**src/rtl/lpc_periph_capture.sv**
```systemverilog
// LPC I/O and TPM-start peripheral with long-wait SYNC and a capture FIFO.
// Define LPC_CAPTURE_TIMESTAMP_EN to append a 16-bit push timestamp to each record.
module lpc_periph_capture #(
    parameter logic [15:0] BASE_ADDR  = 16'h0000,
    parameter logic [15:0] ADDR_MASK  = 16'hFFF0,
    parameter int          ACCEPT_TPM = 1,
    parameter int          MAX_WAIT   = 8,
    parameter int          DEPTH      = 4,
`ifdef LPC_CAPTURE_TIMESTAMP_EN
    localparam int         REC_W      = 42,
`else
    localparam int         REC_W      = 26,
`endif
    localparam int         AW         = $clog2(DEPTH)
) (
    input  logic             clk_i,
    input  logic             rst_i,
    input  logic             lframe_n_i,
    input  logic [3:0]       lad_i,
    output logic [3:0]       lad_o,
    output logic             lad_oe_o,
    output logic             rd_req_o,
    output logic [15:0]      rd_addr_o,
    input  logic [7:0]       rd_data_i,
    input  logic             rd_ack_i,
    output logic             rec_valid_o,
    input  logic             rec_ready_i,
    output logic [REC_W-1:0] rec_data_o,
    output logic [AW:0]      rec_level_o,
    output logic [4:0]       state_o
);

    typedef enum logic [4:0] {
        IDLE = 5'd0, CYCTYPE, ADDR0, ADDR1, ADDR2, ADDR3, WDATA0, WDATA1,
        TAR0, TAR1, SYNC, RDATA0, RDATA1, FTAR0, FTAR1, SKIP
    } state_t;

    localparam logic [7:0] MW       = 8'(MAX_WAIT);
    localparam logic [AW:0] FULL_LV = (AW + 1)'(DEPTH);

    state_t           r_state, w_next;
    logic             r_dir, r_tpm, r_ack;
    logic [15:0]      r_addr;
    logic [7:0]       r_data, r_wait;
    logic [REC_W-1:0] r_mem [DEPTH];
    logic [AW-1:0]    r_wptr, r_rptr;
    logic [AW:0]      r_level;

    logic             w_tpm_start, w_start, w_hit, w_full;
    logic             w_ready, w_timeout, w_push, w_pop, w_take;
    logic [15:0]      w_addr;
    logic [REC_W-1:0] w_rec;

    assign w_tpm_start = (ACCEPT_TPM != 0) && (lad_i == 4'h5);
    assign w_start     = (lad_i == 4'h0) || w_tpm_start;
    assign w_addr      = {r_addr[11:0], lad_i};
    assign w_hit       = ((w_addr ^ BASE_ADDR) & ADDR_MASK) == 16'h0;
    assign w_full      = (r_level == FULL_LV);
    assign w_ready     = (r_dir || r_ack) && !w_full;
    assign w_timeout   = (r_wait == MW);
    assign w_push      = (r_state == SYNC) && lframe_n_i && w_ready;
    assign w_pop       = rec_valid_o && rec_ready_i;
    assign w_take      = rd_ack_i && !r_ack && !r_dir &&
                         (r_state == TAR0 || r_state == TAR1 ||
                          r_state == SYNC);

`ifdef LPC_CAPTURE_TIMESTAMP_EN
    logic [15:0] r_ts;

    always_ff @(posedge clk_i) begin
        if (rst_i) r_ts <= 16'h0;
        else       r_ts <= r_ts + 16'h1;
    end

    assign w_rec = {r_ts, r_dir, r_tpm, r_addr, r_data};
`else
    assign w_rec = {r_dir, r_tpm, r_addr, r_data};
`endif

    always_ff @(posedge clk_i) begin
        if (rst_i) r_state <= IDLE;
        else       r_state <= w_next;
    end

    always_comb begin
        w_next   = r_state;
        lad_oe_o = 1'b0;
        lad_o    = 4'hF;
        // LFRAME# low overrides whatever cycle is in flight
        if (!lframe_n_i) begin
            w_next = w_start ? CYCTYPE : IDLE;
        end else begin
            unique case (r_state)
                CYCTYPE: w_next = (lad_i[3:2] != 2'b00) ? SKIP : ADDR0;
                ADDR0:   w_next = ADDR1;
                ADDR1:   w_next = ADDR2;
                ADDR2:   w_next = ADDR3;
                ADDR3:   w_next = !w_hit ? SKIP : (r_dir ? WDATA0 : TAR0);
                WDATA0:  w_next = WDATA1;
                WDATA1:  w_next = TAR0;
                TAR0:    w_next = TAR1;
                TAR1:    w_next = SYNC;
                SYNC:    if (w_ready || w_timeout)
                             w_next = r_dir ? FTAR0 : RDATA0;
                RDATA0:  w_next = RDATA1;
                RDATA1:  w_next = FTAR0;
                FTAR0:   w_next = FTAR1;
                FTAR1:   w_next = IDLE;
                default: w_next = r_state;
            endcase
        end
        unique case (r_state)
            SYNC: begin
                lad_oe_o = 1'b1;
                lad_o    = w_ready ? 4'h0 : (w_timeout ? 4'hA : 4'h6);
            end
            RDATA0: begin
                lad_oe_o = 1'b1;
                lad_o    = r_data[3:0];
            end
            RDATA1: begin
                lad_oe_o = 1'b1;
                lad_o    = r_data[7:4];
            end
            FTAR0:   lad_oe_o = 1'b1;
            default: lad_oe_o = 1'b0;
        endcase
    end

    always_ff @(posedge clk_i) begin
        if (rst_i) begin
            r_dir  <= 1'b0;
            r_tpm  <= 1'b0;
            r_ack  <= 1'b0;
            r_addr <= 16'h0;
            r_data <= 8'h0;
            r_wait <= 8'h0;
        end else if (!lframe_n_i) begin
            r_tpm  <= w_tpm_start;
            r_ack  <= 1'b0;
            r_wait <= 8'h0;
        end else begin
            if (w_take) begin
                r_ack  <= 1'b1;
                r_data <= rd_data_i;
            end
            unique case (r_state)
                CYCTYPE: r_dir <= lad_i[1];
                ADDR0, ADDR1, ADDR2, ADDR3: r_addr <= w_addr;
                WDATA0:  r_data[3:0] <= lad_i;
                WDATA1:  r_data[7:4] <= lad_i;
                SYNC: begin
                    if (!w_ready) begin
                        if (w_timeout) r_data <= 8'hFF;
                        else           r_wait <= r_wait + 8'h1;
                    end
                end
                default: ;
            endcase
        end
    end

    always_ff @(posedge clk_i) begin
        if (w_push) r_mem[r_wptr] <= w_rec;
    end

    always_ff @(posedge clk_i) begin
        if (rst_i) begin
            r_wptr  <= '0;
            r_rptr  <= '0;
            r_level <= '0;
        end else begin
            if (w_push) r_wptr <= r_wptr + 1'b1;
            if (w_pop)  r_rptr <= r_rptr + 1'b1;
            unique case ({w_push, w_pop})
                2'b10:   r_level <= r_level + 1'b1;
                2'b01:   r_level <= r_level - 1'b1;
                default: ;
            endcase
        end
    end

    assign rd_req_o    = (r_state == TAR0) && !r_dir;
    assign rd_addr_o   = r_addr;
    assign rec_valid_o = (r_level != '0);
    assign rec_level_o = r_level;
    assign rec_data_o  = r_mem[r_rptr];
    assign state_o     = r_state;

endmodule
```
**config.mk**
```make
export PLATFORM = sky130hd
export DESIGN_NAME = lpc_periph_capture
export DESIGN_NICKNAME = d
export VERILOG_FILES = /design/src/rtl/lpc_periph_capture.sv
export SDC_FILE = /design/constraint.sdc
export NUM_CORES = 1
export LEC_CHECK = 0
export ABC_AREA = 1
export BUFFER_PORTS_ARGS = -buffer_cell sky130_fd_sc_hd__buf_4
export CORE_AREA = 3 3 125 127
export CTS_BUF_LIST = sky130_fd_sc_hd__clkbuf_8
export CTS_CLUSTER_SIZE = 10
export DETAILED_ROUTE_END_ITERATION = 12
export DIE_AREA = 0 0 128 130
export GPL_TIMING_DRIVEN = 0
export SLEW_MARGIN = 20
export SYNTH_ARGS = -nofsm -noshare
export SYNTH_HDL_FRONTEND = slang
export SYNTH_SLANG_ARGS = --single-unit
```
**constraint.sdc**
```tcl
create_clock -name clk_i -period 3.17 [get_ports clk_i]
set_input_delay 0.7925 -clock clk_i [delete_from_list [all_inputs] [get_ports clk_i]]
set_output_delay 0.7925 -clock clk_i [all_outputs]
set_load 0.05 [all_outputs]
```
==> impl_metrics.json <==
{
  "status": "completed",
  "track_usage": 0.207,
  "yosys_warnings": 0,
  "drc": 0,
  "wl_per_cell_um": 17.4,
  "maxCapViolCount": 0,
  "fin_skew_ps": 12.2,
  "cp.arrival_ps": 2230,
  "syn_nets": 677,
  "clk_latency_ps": 450,
  "place_congestion": 0.875,
  "clk_pin_slew_worst_paths_ps": 80,
  "grt_pass1_vias": 5050,
  "antennaDiodeCount": 0,
  "drtIter0Drc": 341,
  "vdd_drop_max_mv": 0.384,
  "crit_path_end_kind": "primary output",
  "fillers": 1331,
  "htreeDepth": 4,
  "area_growth_pct": 20.0,
  "clockRootBuffer": "clkbuf_8",
  "power.density_nw_per_um2": 693,
  "cp_max_fo": 10,
  "post-dp-hpwl_mm": 12.0,
  "async_flop_share": 0,
  "fmax_ghz": 0.331,
  "first_pass_iters": 5,
  "drt_wl_total_mm": 16.4,
  "place_ws_ps": 489,
  "cts_made_buffers": 17,
  "core.rowCount": 44,
  "crit_type": "reg2out",
  "worst_slew_pin_slew_ps": 587,
  "grt_remaining_overflow": 0,
  "die_x_um": 128,
  "synth_ff_type": "edfxtp_1",
  "clock-sinks": 152,
  "leakagePower_uw": 0.00304,
  "report.final.slew_viol_count": 0,
  "cts_tree": "yes",
  "yosys_register_bits": 152,
  "ant_nets": 0,
  "io_pins": 74,
  "portBuffers": 71,
  "grt_max_degree": 17,
  "via_per_inst": 5.33,
  "finalPower_uw": 5470,
  "cts_hold_buffers": 0,
  "syn_inst": 652,
  "ff_latch_area_sq_um": 4080,
  "setup_slack_ps": 147,
  "drive_gt1_frac": 0.199,
  "finalHoldViolations": 0,
  "coreArea_sq_um": 14500,
  "setup_viol": 0,
  "synth_area_per_cell_sq_um": 10.1,
  "ys_seq_area_frac": 0.621,
  "antenna_found_initial": 0,
  "start_kind": "flop",
  "layout_min_cycle_time_ps": 3020,
  "synth_area_sq_um": 6570,
  "initial_core_util": 0.452,
  "fin_nets": 770,
  "multiInputGateArea_sq_um": 2130,
  "yosysUniqueCellTypes": 45,
  "vias": 5011,
  "synth_edf_count": 104,
  "grt_pass1_wl_mm": 26.2,
  "grt_setup_unrepaired": "false",
  "cts_max_path_buffers": 2,
  "worst_hold_path_type": "reg2reg",
  "die-area_sq_um": 16600,
  "min_period_over_period": 0.954,
  "cp.required_ps": 2380,
  "fin_tns_setup_ps": 0,
  "die_h_um": 130,
  "slew_headroom": 0.608
}
## worst paths after layout
kind	startpoint	endpoint	slack [ps]	cells after the start
worst max-delay path	r_dir$_SDFFE_PP0P_	lad_o[2]	150	7
worst min-delay path	r_wait[7]$_SDFFE_PP0P_	r_wait[7]$_SDFFE_PP0P_	480	2
worst max register to register	state_o[0]$_SDFFE_PP0P_	rec_level_o[2]$_SDFFE_PP0P_	780	13
worst min register to register	r_wait[7]$_SDFFE_PP0P_	r_wait[7]$_SDFFE_PP0P_	480	2
## logic make-up after synthesis
logic type                 Yosys count  share of synthesized area
other                                1                   0.000570
buffers and inverters               88                     0.0605
AOI/OAI and AO/OA                  164                      0.134
xor gates and xnor gates             5                    0.00666
DFF                                152                      0.621
and+or+nand+nor                    234                      0.160
adders and majority gates            8                     0.0164
## layout by cell type, fill, tap and decap left out, types with 11 or more instances in the layout
cell      count
nor2_1      116
o21ai_1      11
dfxtp_1      48
a21oi_1      29
inv_1        53
clkbuf_8     17
nand3_1      15
buf_4        74
clkbuf_1     13
nand2_1      63
o21ai_0      88
o22ai_1      26
edfxtp_1    104
## state kept, by name, indices dropped and copies added (netlist names), named ones only
register / cells
r_mem: 104
r_wait: 8
r_wptr: 2
state_o: 4
rec_level_o: 3
rd_addr_o: 16
r_tpm: 1
r_data: 8
r_dir: 1
r_rptr: 2
r_ack: 1
## metal layers
layer  vias to the layer above  GRT usage  routed length [um]  part of all wire
li1                       2441          -                   -                 -
met3                        22     0.0409                 840             0.051
met2                       152      0.358                8330              0.51
met5                         -          0                   0                 0
met4                         0     0.0793                 269             0.016
met1                      2396      0.257                6960              0.42
## cells in the mapped netlist (7+ instances only)
| master | n | share of area |
|---|---|---|
| inv_1 | 49 | 0.028 |
| nand3_1 | 15 | 0.011 |
| o22ai_1 | 26 | 0.025 |
| ha_1 | 7 | 0.013 |
| o21ai_0 | 88 | 0.067 |
| clkbuf_1 | 18 | 0.010 |
| dfxtp_1 | 48 | 0.15 |
| inv_2 | 7 | 0.0040 |
| nor3_1 | 8 | 0.0061 |
| edfxtp_1 | 104 | 0.48 |
| a21oi_1 | 29 | 0.022 |
| nor2_1 | 120 | 0.069 |
| o21ai_1 | 11 | 0.0084 |
| nand2_1 | 63 | 0.036 |
## layout make-up
class                           count  area share
Clock buffer                       17      0.0297
Timing Repair Buffer               75      0.0815
Multi-Input combinational cell    412       0.270
Clock inverter                     14      0.0214
Buffer                             28      0.0213
Inverter                           59      0.0293
Tap cell                          184      0.0292
Sequential cell                   152       0.518
## stage by stage
stage	area [sq um]	hold WS (ps)	utilization	cells
floorplan	6580	436	-	652
CTS	7890	479	0.543	942
finish	7890	476	0.543	941
detailed placement	7480	467	0.515	911
global placement	7340	453	0.505	907
global route	7890	502	0.543	941
## worst max-delay path, stage by stage (launching register included)
cell,delay [ps]
dfxtp_1,550
inv_1,210
nand2_1,110
nand2_1,100
nand3_2,140
buf_2,260
o2111ai_1,180
buf_4,240
## power breakdown
| group | total (uW) | internal [uW] | switching, uW |
|---|---|---|---|
| Combinational | 1440 | 451 | 992 |
| Sequential | 2510 | 2300 | 205 |
| Clock | 1510 | 834 | 679 |
| Total | 5470 | 3590 | 1880 |
## repair_timing
item,4_1_cts,5_1_grt
setup buffers,0,0
endpoints found under the setup margin,1,24
resized for setup,1,6
gates cloned,0,0
No activity file was read; power rests on OpenSTA's default activity.
